## config.mk

```make
export PLATFORM = sky130hd
export DESIGN_NAME = seg7_scan_driver
export DESIGN_NICKNAME = d
export VERILOG_FILES = /design/src/rtl/seg7_scan_driver.sv
export SDC_FILE = /design/constraint.sdc
export NUM_CORES = 1
export LEC_CHECK = 0
export BUFFER_PORTS_ARGS = -buffer_cell sky130_fd_sc_hd__buf_4
export CAP_MARGIN = 20
export CORE_MARGIN = 5
export CORE_UTILIZATION = 51
export CTS_CLUSTER_SIZE = 8
export DETAILED_ROUTE_END_ITERATION = 12
export PLACE_DENSITY = 0.68
export SETUP_SLACK_MARGIN = 0.02
export SLEW_MARGIN = 20
export SYNTH_ARGS = -nofsm -noshare
export SYNTH_HDL_FRONTEND = slang
export SYNTH_SLANG_ARGS = --single-unit
```

## constraint.sdc

```tcl
create_clock -name clk -period 4.25 [get_ports clk]
set_input_delay 0.2125 -clock clk [delete_from_list [all_inputs] [get_ports clk]]
set_output_delay 0.2125 -clock clk [all_outputs]
set_load 0.05 [all_outputs]
```

## src/rtl/seg7_scan_driver.sv

```systemverilog
// Serial scan driver for up to 8 multiplexed 7-segment digits behind a pair of 74HC595s.
// Each digit frame shifts a select byte, then a segment byte, then pulses the storage latch.
module seg7_scan_driver #(
    parameter int unsigned DIGITS      = 8,
    parameter int unsigned CLK_DIV     = 6250,
    parameter int unsigned SEG_INV     = 0,
    parameter int unsigned LZ_SUPPRESS = 0
) (
    input  logic                  clk,
    input  logic                  rst,
    input  logic [4*DIGITS-1:0]   value,
    input  logic [DIGITS-1:0]     dp,
    input  logic [DIGITS-1:0]     blank,
    input  logic                  hex_mode,
    input  logic                  load_valid,
    output logic                  load_ready,
    output logic                  sclk,
    output logic                  sdata,
    output logic                  rclk,
    output logic                  srclr_n,
    output logic                  scan_done
);

    localparam int unsigned CntW = (CLK_DIV > 1) ? $clog2(CLK_DIV) : 1;

    logic [CntW-1:0]     div_q;
    logic [5:0]          step_q;
    logic [2:0]          digit_q;
    logic                sclk_q, sdata_q, rclk_q, srclr_n_q, scan_done_q;

    logic [4*DIGITS-1:0] disp_value_q, pend_value_q;
    logic [DIGITS-1:0]   disp_dp_q, pend_dp_q;
    logic [DIGITS-1:0]   disp_blank_q, pend_blank_q;
    logic                disp_hex_q, pend_hex_q;
    logic                pend_full_q;

    logic                tick, last_step, last_digit, load_accept;
    logic [31:0]         val_pad;
    logic [7:0]          dp_pad, blk_pad, lz_mask, sel_byte, seg_byte;
    logic [3:0]          nib, slot;
    logic [6:0]          glyph;
    logic                lz_run, seg_blank, bit_val;

    assign tick        = (div_q == CntW'(CLK_DIV - 1));
    assign last_step   = (step_q == 6'd35);
    assign last_digit  = (digit_q == 3'(DIGITS - 1));
    assign load_ready  = !pend_full_q;
    assign load_accept = load_valid && load_ready;

    // Decode the digit currently being scanned from the display register only.
    always_comb begin
        val_pad = 32'(disp_value_q);
        dp_pad  = 8'(disp_dp_q);
        blk_pad = 8'(disp_blank_q);
        nib     = val_pad[{digit_q, 2'b00} +: 4];

        lz_run  = 1'b1;
        lz_mask = '0;
        for (int i = 7; i >= 0; i--) begin
            lz_run     = lz_run && (val_pad[4*i +: 4] == 4'h0) && !dp_pad[i];
            lz_mask[i] = lz_run;
        end

        unique case (nib)
            4'h0: glyph = 7'h3F;
            4'h1: glyph = 7'h06;
            4'h2: glyph = 7'h5B;
            4'h3: glyph = 7'h4F;
            4'h4: glyph = 7'h66;
            4'h5: glyph = 7'h6D;
            4'h6: glyph = 7'h7D;
            4'h7: glyph = 7'h07;
            4'h8: glyph = 7'h7F;
            4'h9: glyph = 7'h6F;
            4'hA: glyph = 7'h77;
            4'hB: glyph = 7'h7C;
            4'hC: glyph = 7'h39;
            4'hD: glyph = 7'h5E;
            4'hE: glyph = 7'h79;
            default: glyph = 7'h71;
        endcase

        seg_blank = blk_pad[digit_q]
                  || (!disp_hex_q && (nib > 4'd9))
                  || ((LZ_SUPPRESS != 0) && (digit_q != 3'd0) && lz_mask[digit_q]);
        seg_byte  = seg_blank ? 8'h00 : {dp_pad[digit_q], glyph};
        if (SEG_INV != 0) begin
            seg_byte = ~seg_byte;
        end

        sel_byte          = 8'hFF;
        sel_byte[digit_q] = 1'b0;

        // Slots 0-7 carry the select byte, 8-15 the segment byte, both MSB first.
        slot    = step_q[4:1];
        bit_val = slot[3] ? seg_byte[~slot[2:0]] : sel_byte[~slot[2:0]];
    end

    always_ff @(posedge clk) begin
        if (rst) begin
            div_q        <= '0;
            step_q       <= '0;
            digit_q      <= '0;
            sclk_q       <= 1'b0;
            sdata_q      <= 1'b1;
            rclk_q       <= 1'b0;
            srclr_n_q    <= 1'b0;
            scan_done_q  <= 1'b0;
            disp_value_q <= '0;
            disp_dp_q    <= '0;
            disp_blank_q <= '1;
            disp_hex_q   <= 1'b0;
            pend_value_q <= '0;
            pend_dp_q    <= '0;
            pend_blank_q <= '0;
            pend_hex_q   <= 1'b0;
            pend_full_q  <= 1'b0;
        end else begin
            srclr_n_q   <= 1'b1;
            scan_done_q <= 1'b0;

            if (load_accept) begin
                pend_value_q <= value;
                pend_dp_q    <= dp;
                pend_blank_q <= blank;
                pend_hex_q   <= hex_mode;
                pend_full_q  <= 1'b1;
            end

            if (tick) begin
                div_q <= '0;

                // Swap buffers only at a scan boundary so one scan never mixes data.
                if ((step_q == 6'd0) && (digit_q == 3'd0) && pend_full_q) begin
                    disp_value_q <= pend_value_q;
                    disp_dp_q    <= pend_dp_q;
                    disp_blank_q <= pend_blank_q;
                    disp_hex_q   <= pend_hex_q;
                    pend_full_q  <= 1'b0;
                end

                if (step_q < 6'd32) begin
                    sclk_q <= step_q[0];
                    rclk_q <= 1'b0;
                    if (!step_q[0]) begin
                        sdata_q <= bit_val;
                    end
                end else begin
                    sclk_q <= 1'b0;
                    rclk_q <= (step_q < 6'd34);
                end

                if (last_step) begin
                    step_q      <= '0;
                    digit_q     <= last_digit ? 3'd0 : digit_q + 3'd1;
                    scan_done_q <= last_digit;
                end else begin
                    step_q <= step_q + 6'd1;
                end
            end else begin
                div_q <= div_q + CntW'(1);
            end
        end
    end

    assign sclk      = sclk_q;
    assign sdata     = sdata_q;
    assign rclk      = rclk_q;
    assign srclr_n   = srclr_n_q;
    assign scan_done = scan_done_q;

endmodule

```

Word-level counts from Yosys, hierarchy flattened:

Memories as Yosys holds them, arrays and structs flattened.
Cells that the tools add are included.

* bitwise gates (word level): 5
* equality and inequality tests: 3
* reduce and logical (&&, ||, !) cells: 15
* add/subtract/negate cells: 3
* magnitude comparators: 6
* mux-type cells: 20
* shift-type cells: 1

Operators with widths (count)
* $shiftx 32x6->4: 1
* $add 13x1->13 const B: 1
* $eq 13x13->1 const B: 1
* $bmux 1 s3: 4
* $lt 6x6->1 const B: 2
* $mux 1: 12
* $lt 3x4->1 const B: 2
* $mux 8: 1
* $not 8->8: 1
* $add 6x1->6 const B: 1
* $eq 6x6->1 const B: 1
* $logic_not 6->1: 1
* $mux 6: 1
* $logic_and 1x1->1: 5
* $gt 4x4->1 const B: 1
* $reduce_and 2->1: 2
* $add 3x1->3 const B: 1
* $demux 1 s3: 1
* $eq 3x3->1 const B: 1
* $ge 3x1->1 const B: 1
* $logic_not 3->1: 1
* $mux 3: 1
* $not 1->1: 3
* $not 3->3: 1
* other kinds (5): 6

* register bits: 126
* bits in read-only memories: 112
* word-level logic and storage cells: 71
* memories: 1
* output and inout port bits: 6
* input bits: 52

Memories
* (no name shown): depth 16, width 7, rd ports 1, clocked after Yosys merged registers in 0, wr ports 0, RTL line 64 `unique case (nib)`

Logic depth before layout (Yosys ltp):

* word-level depth: 8
* depth in mapped cells: 12
* depth with buffers taken out: 10

Worst setup path before layout:

No wires, ideal clock.

* path type: register to register
* from: register digit_q[0]
* to: register sdata_q, in the netlist sdata
* library setup time: 120 ps
* stages on the path, launching flop included: 13
* arrival time: 2954 ps
* path buffers: 2
* path slack: 1176 ps
* required time: 4130 ps
* period minus slack after synthesis: 3074 ps
* path through: dfxtp_1 buf_6 buf_4 mux4_2 mux2i_1 inv_1 ha_1 or2_2 a211o_4 nand4_2 a2111o_1 a31oi_1 a211o_1

* longest elaborated chain between the ends: 8
* elaborated cells between the ends (all ways): 21
* classes of those cells: order compare (3); shift (1); mux (12); bitwise (1); reduce/logical (3); memory (1)

RTL lines
* start: declaration: RTL line 28 `logic [2:0] digit_q;`
* start signal: assignment: RTL line 155 `digit_q <= last_digit ? 3'd0 : digit_q + 3'd1;`
* $shiftx 32x6->4 (tied with other cells): RTL line 55 `nib = val_pad[{digit_q, 2'b00} +: 4];`
* $gt 4x4->1 or $logic_and 1x1->1 (tied branches): RTL line 84, 92
* $logic_and 1x1->1 or $mux 1 (tied branches): RTL line 84, 92
* $logic_or 1x1->1 or $demux 1 s3 (tied branches): RTL line 84, 92
* $mux 8 or $not 8->8 (tied branches)
* $bmux 1 s3: RTL line 96 `bit_val = slot[3] ? seg_byte[~slot[2:0]] : sel_byte[~slot[2:0]];`
* $mux 1 (not written as such): RTL line 96
* $mux 1 (*): RTL line 96
* end signal: assignment: RTL line 146 `sdata_q <= bit_val;`
* end: declaration: RTL line 29 `logic sclk_q, sdata_q, rclk_q, srclr_n_q, scan_done_q;`

Every way passes the cells marked *; elsewhere a longest branch is shown, timed or not. The select of a mux whose other input is x is not followed.
A chain may end at the register's enable or synchronous reset.

Worst setup path in the final report:

Same ends and word-level chain as after synthesis.

==> results.toml <==
[outcome]
run_status = "complete, no violations"

[floorplanning]
num_io_pins = 58
dieArea_mm2 = 0.01260
core_box_area_mm2 = 0.01028
placement_rows = 37
dieWidth_um = 112.3
start_util_pct = 51.90
die_height_um = 112.3

[drt]
drt-pass1-iter-count = 5
drt-wirelength-per-cell_um = 13.55
via_count = 4537
drt-vias-per-instance = 5.162
drt_wl_total_mm = 11.91
drt_drc_violations_left = 0
drt.antenna.violating_nets = 0
drt_first_iter_violations = 217

[synth]
syn_area_mm2 = 0.005334
yosys.area.top_type = "sky130_fd_sc_hd__dfxtp_1"
synth_sequential_area_ratio_pct = 47.29
syn_avg_cell_area_um2 = 8.347
synth_flop_cell = "sky130_fd_sc_hd__dfxtp_1"
gate_count_of_the_mapped_netlist = 639
synth-async-reset-ratio_pct = 0
synth_warnings = 0
synth_enable_flop_cells = 0
synth_top_cell_area_share_pct = 47.29
synth_area_leaders = "sky130_fd_sc_hd__dfxtp_1, sky130_fd_sc_hd__nand2_1, sky130_fd_sc_hd__a21oi_1"
synth_nets = 704
synthesis_stage_register_bit_count = 126
synth_cell_types = 46

[critical_path]
critical_path_peak_fanout = 7
crit_arrival_ns = 3.64
critPathKind = "reg -> reg"
worst_setup_path_end_kind = "flip-flop"
crit_path_start_kind = "flip-flop"
crit_slowest_cell = "sky130_fd_sc_hd__mux4_2"
worstPathCellList = "mux4_2, mux2i_1, inv_1, ha_1, or3_1, a211oi_1, a2111o_1, a31oi_1, a211o_1"
crit_required_ns = 4.66
max_stage_delay_ns = 0.55
largest_delay_share_family_worst_path = "multiplexers"
worst-path-buf-inv = 1

[placed_design]
preCtsSetupSlack_ns = 1.054
gpl.final_weighted_congestion = 0.9070
place_hpwl_mm = 7.770
portBuffers = 57

[sta]
period_share_pct = 76.16
fin_skew_ns = 0.006652
worst_pin_slew_ns = 1.007
fmax_ghz = 0.3089
unrepaired_setup_endpoints_after_global_routing = "no"
sum_of_negative_setup_slack_ns = 0
hold_viol = 0
post-route-min-period_ns = 3.237
post-route-worst-setup-slack_ns = 1.013
report.final.slew_viol_count = 0
report.final.setup_viol = 0
relSlewSlack_pct = 32.70

[clocking]
tritoncts_num_sinks = 126
tritoncts_clock_tree = "yes"
clock_tree.htree_level_count = 4
clkTransAtPathRegs_ns = 0.06
worst_skew_pair.late_latency_ns = 0.52
clock_tree.buffer_depth = 2
numCtsBuffers = 17
cts_setup_buffers = 0
clock-root-buffer = "sky130_fd_sc_hd__clkbuf_8"

[global_routing]
first_pass_grt_wire_length_mm = 20.36
first_global_vias = 4425
grt_residual_overflow = 0
groute.usage.overall_pct = 19.78
grt_start_max_net_pins = 58
initial_antenna_violation_count = 0

[layout]
post_route_cells_drive_above_1_share_pct = 15.90
layout-area-overhead-vs-synth_pct = 29.60
design.final.nets = 794

[power_and_ir_drop]
power.density_cell_area_mw_per_mm2 = 409.2
power_leakage_uw = 0.002676
ir_worst_vdd_mv = 0.3553

[hold_path]
hold_path_class = "in -> reg"

[flow_run]
max_cap_viol_count = 0
[metal layers]
metal | global-route usage (%) | vias up | wire (um)
met5 | 0 | - | 0
met4 | 6.651 | 0 | 214
met3 | 6.361 | 22 | 434
met2 | 34.01 | 72 | 6097
met1 | 23.35 | 2126 | 5161
li1 | - | 2317 | -
[cell usage after synthesis, types with 2 or more instances]
cell                       number
sky130_fd_sc_hd__o211ai_1       3
sky130_fd_sc_hd__dfxtp_1      126
sky130_fd_sc_hd__buf_2          3
sky130_fd_sc_hd__nand4_1        3
sky130_fd_sc_hd__nor3_1        11
sky130_fd_sc_hd__nand3_1       18
sky130_fd_sc_hd__xnor2_1        9
sky130_fd_sc_hd__clkbuf_1      35
sky130_fd_sc_hd__or3_1          3
sky130_fd_sc_hd__nor2_1        29
sky130_fd_sc_hd__mux4_2        12
sky130_fd_sc_hd__nand2_1      209
sky130_fd_sc_hd__xor2_1        10
sky130_fd_sc_hd__nor2b_1        2
sky130_fd_sc_hd__inv_1         12
sky130_fd_sc_hd__a21oi_1       93
sky130_fd_sc_hd__and3_1         3
sky130_fd_sc_hd__buf_6          3
sky130_fd_sc_hd__a211o_1        2
sky130_fd_sc_hd__mux2i_1       13
sky130_fd_sc_hd__ha_1          13
sky130_fd_sc_hd__buf_1          3
[worst reg2reg max path, cell delays in order (launching register included)]
cell                       delay (ns)
sky130_fd_sc_hd__dfxtp_1         0.52
sky130_fd_sc_hd__mux4_2          0.55
sky130_fd_sc_hd__mux2i_1         0.45
sky130_fd_sc_hd__inv_1           0.14
sky130_fd_sc_hd__ha_1            0.28
sky130_fd_sc_hd__or3_1           0.41
sky130_fd_sc_hd__a211oi_1        0.31
sky130_fd_sc_hd__a2111o_1        0.17
sky130_fd_sc_hd__a31oi_1         0.05
sky130_fd_sc_hd__a211o_1         0.25
[worst paths after layout]
| path | slack (ns) | start | end | cells after the start |
|---|---|---|---|---|
| max | 1.01 | digit_q[0] | sdata | 9 |
| min | 0.13 | rst | rclk | 2 |
| max reg2reg | 1.01 | digit_q[0] | sdata | 9 |
| min reg2reg | 0.45 | pend_value_q[14] | disp_value_q[14] | 2 |
[where the power goes]
| part | switching, uW | internal, uW | total (uW) |
|---|---|---|---|
| logic | 74.7 | 84.2 | 159 |
| registers | 17.3 | 1210 | 1230 |
| clock network | 527 | 913 | 1440 |
| total | 619 | 2210 | 2830 |
[cell type report]
| class | instances | area (um^2) |
|---|---|---|
| tap | 136 | 170.2 |
| sequential | 126 | 2522 |
| antenna | 1 | 2.502 |
| fill | 861 | 3364 |
| timing repair buffer | 116 | 996.0 |
| inverter | 13 | 48.80 |
| clock buffer | 20 | 435.4 |
| multi-input combinational | 455 | 2577 |
| clock inverter | 12 | 160.2 |
[stage by stage]
step           power (uW)  cell area [um^2]  hold slack (ns)  cells  util [%]
2_1_floorplan        1320              5334           0.3485    639         -
3_3_place_gp         1372              5814           0.4449    796     56.57
3_5_place_dp         1377              5814           0.4460    796     56.57
4_1_cts              2849              6910           0.1294    878     67.24
5_1_grt              2931              6910           0.1538    878     67.24
6_report             2829              6913           0.1337    879     67.26
[repair_timing]
item                      4_1_cts  5_1_grt
gates resized for setup         0        0
hold buffers                   50        0
hold endpoints to repair       50        0
[cell families (layout without fill, tap and decap cells)]
family                   Yosys count  count (layout)  share of synthesized area [%]
XOR/XNOR                          19              19                          3.120
AND/OR/NAND/NOR                  287             287                          22.33
multiplexers                      28              28                          8.351
buffers and inverters             58             161                          4.644
flip-flops                       126             126                          47.29
other                              0               1                              0
adder cells (fa/ha/maj)           13              13                          3.050
AO/OA/AOI/OAI                    108             108                          11.21
[registers in the layout, indices dropped and copies added (netlist names), 3 cells and up]
register / cells
pend_dp_q: 8
div_q: 13
pend_value_q: 32
digit_q: 3
pend_blank_q: 8
disp_value_q: 32
step_q: 6
blk_pad: 8
disp_dp_q: 8
[cells in the final DEF, fill, tap and decap left out, types with 3 or more instances in the layout]
master	count
sky130_fd_sc_hd__nand2_1	209
sky130_fd_sc_hd__dfxtp_1	126
sky130_fd_sc_hd__a21oi_1	93
sky130_fd_sc_hd__buf_4	66
sky130_fd_sc_hd__dlygate4sd3_1	50
sky130_fd_sc_hd__nor2_1	29
sky130_fd_sc_hd__nand3_1	18
sky130_fd_sc_hd__clkbuf_16	16
sky130_fd_sc_hd__mux2i_1	13
sky130_fd_sc_hd__ha_1	13
sky130_fd_sc_hd__inv_1	12
sky130_fd_sc_hd__mux4_2	12
sky130_fd_sc_hd__nor3_1	11
sky130_fd_sc_hd__xor2_1	10
sky130_fd_sc_hd__xnor2_1	9
sky130_fd_sc_hd__clkinv_4	4
sky130_fd_sc_hd__and3_1	3
sky130_fd_sc_hd__nand4_1	3
sky130_fd_sc_hd__or3_1	3
sky130_fd_sc_hd__o211ai_1	3
sky130_fd_sc_hd__bufinv_16	3
Power figures use the tool's default switching activity.
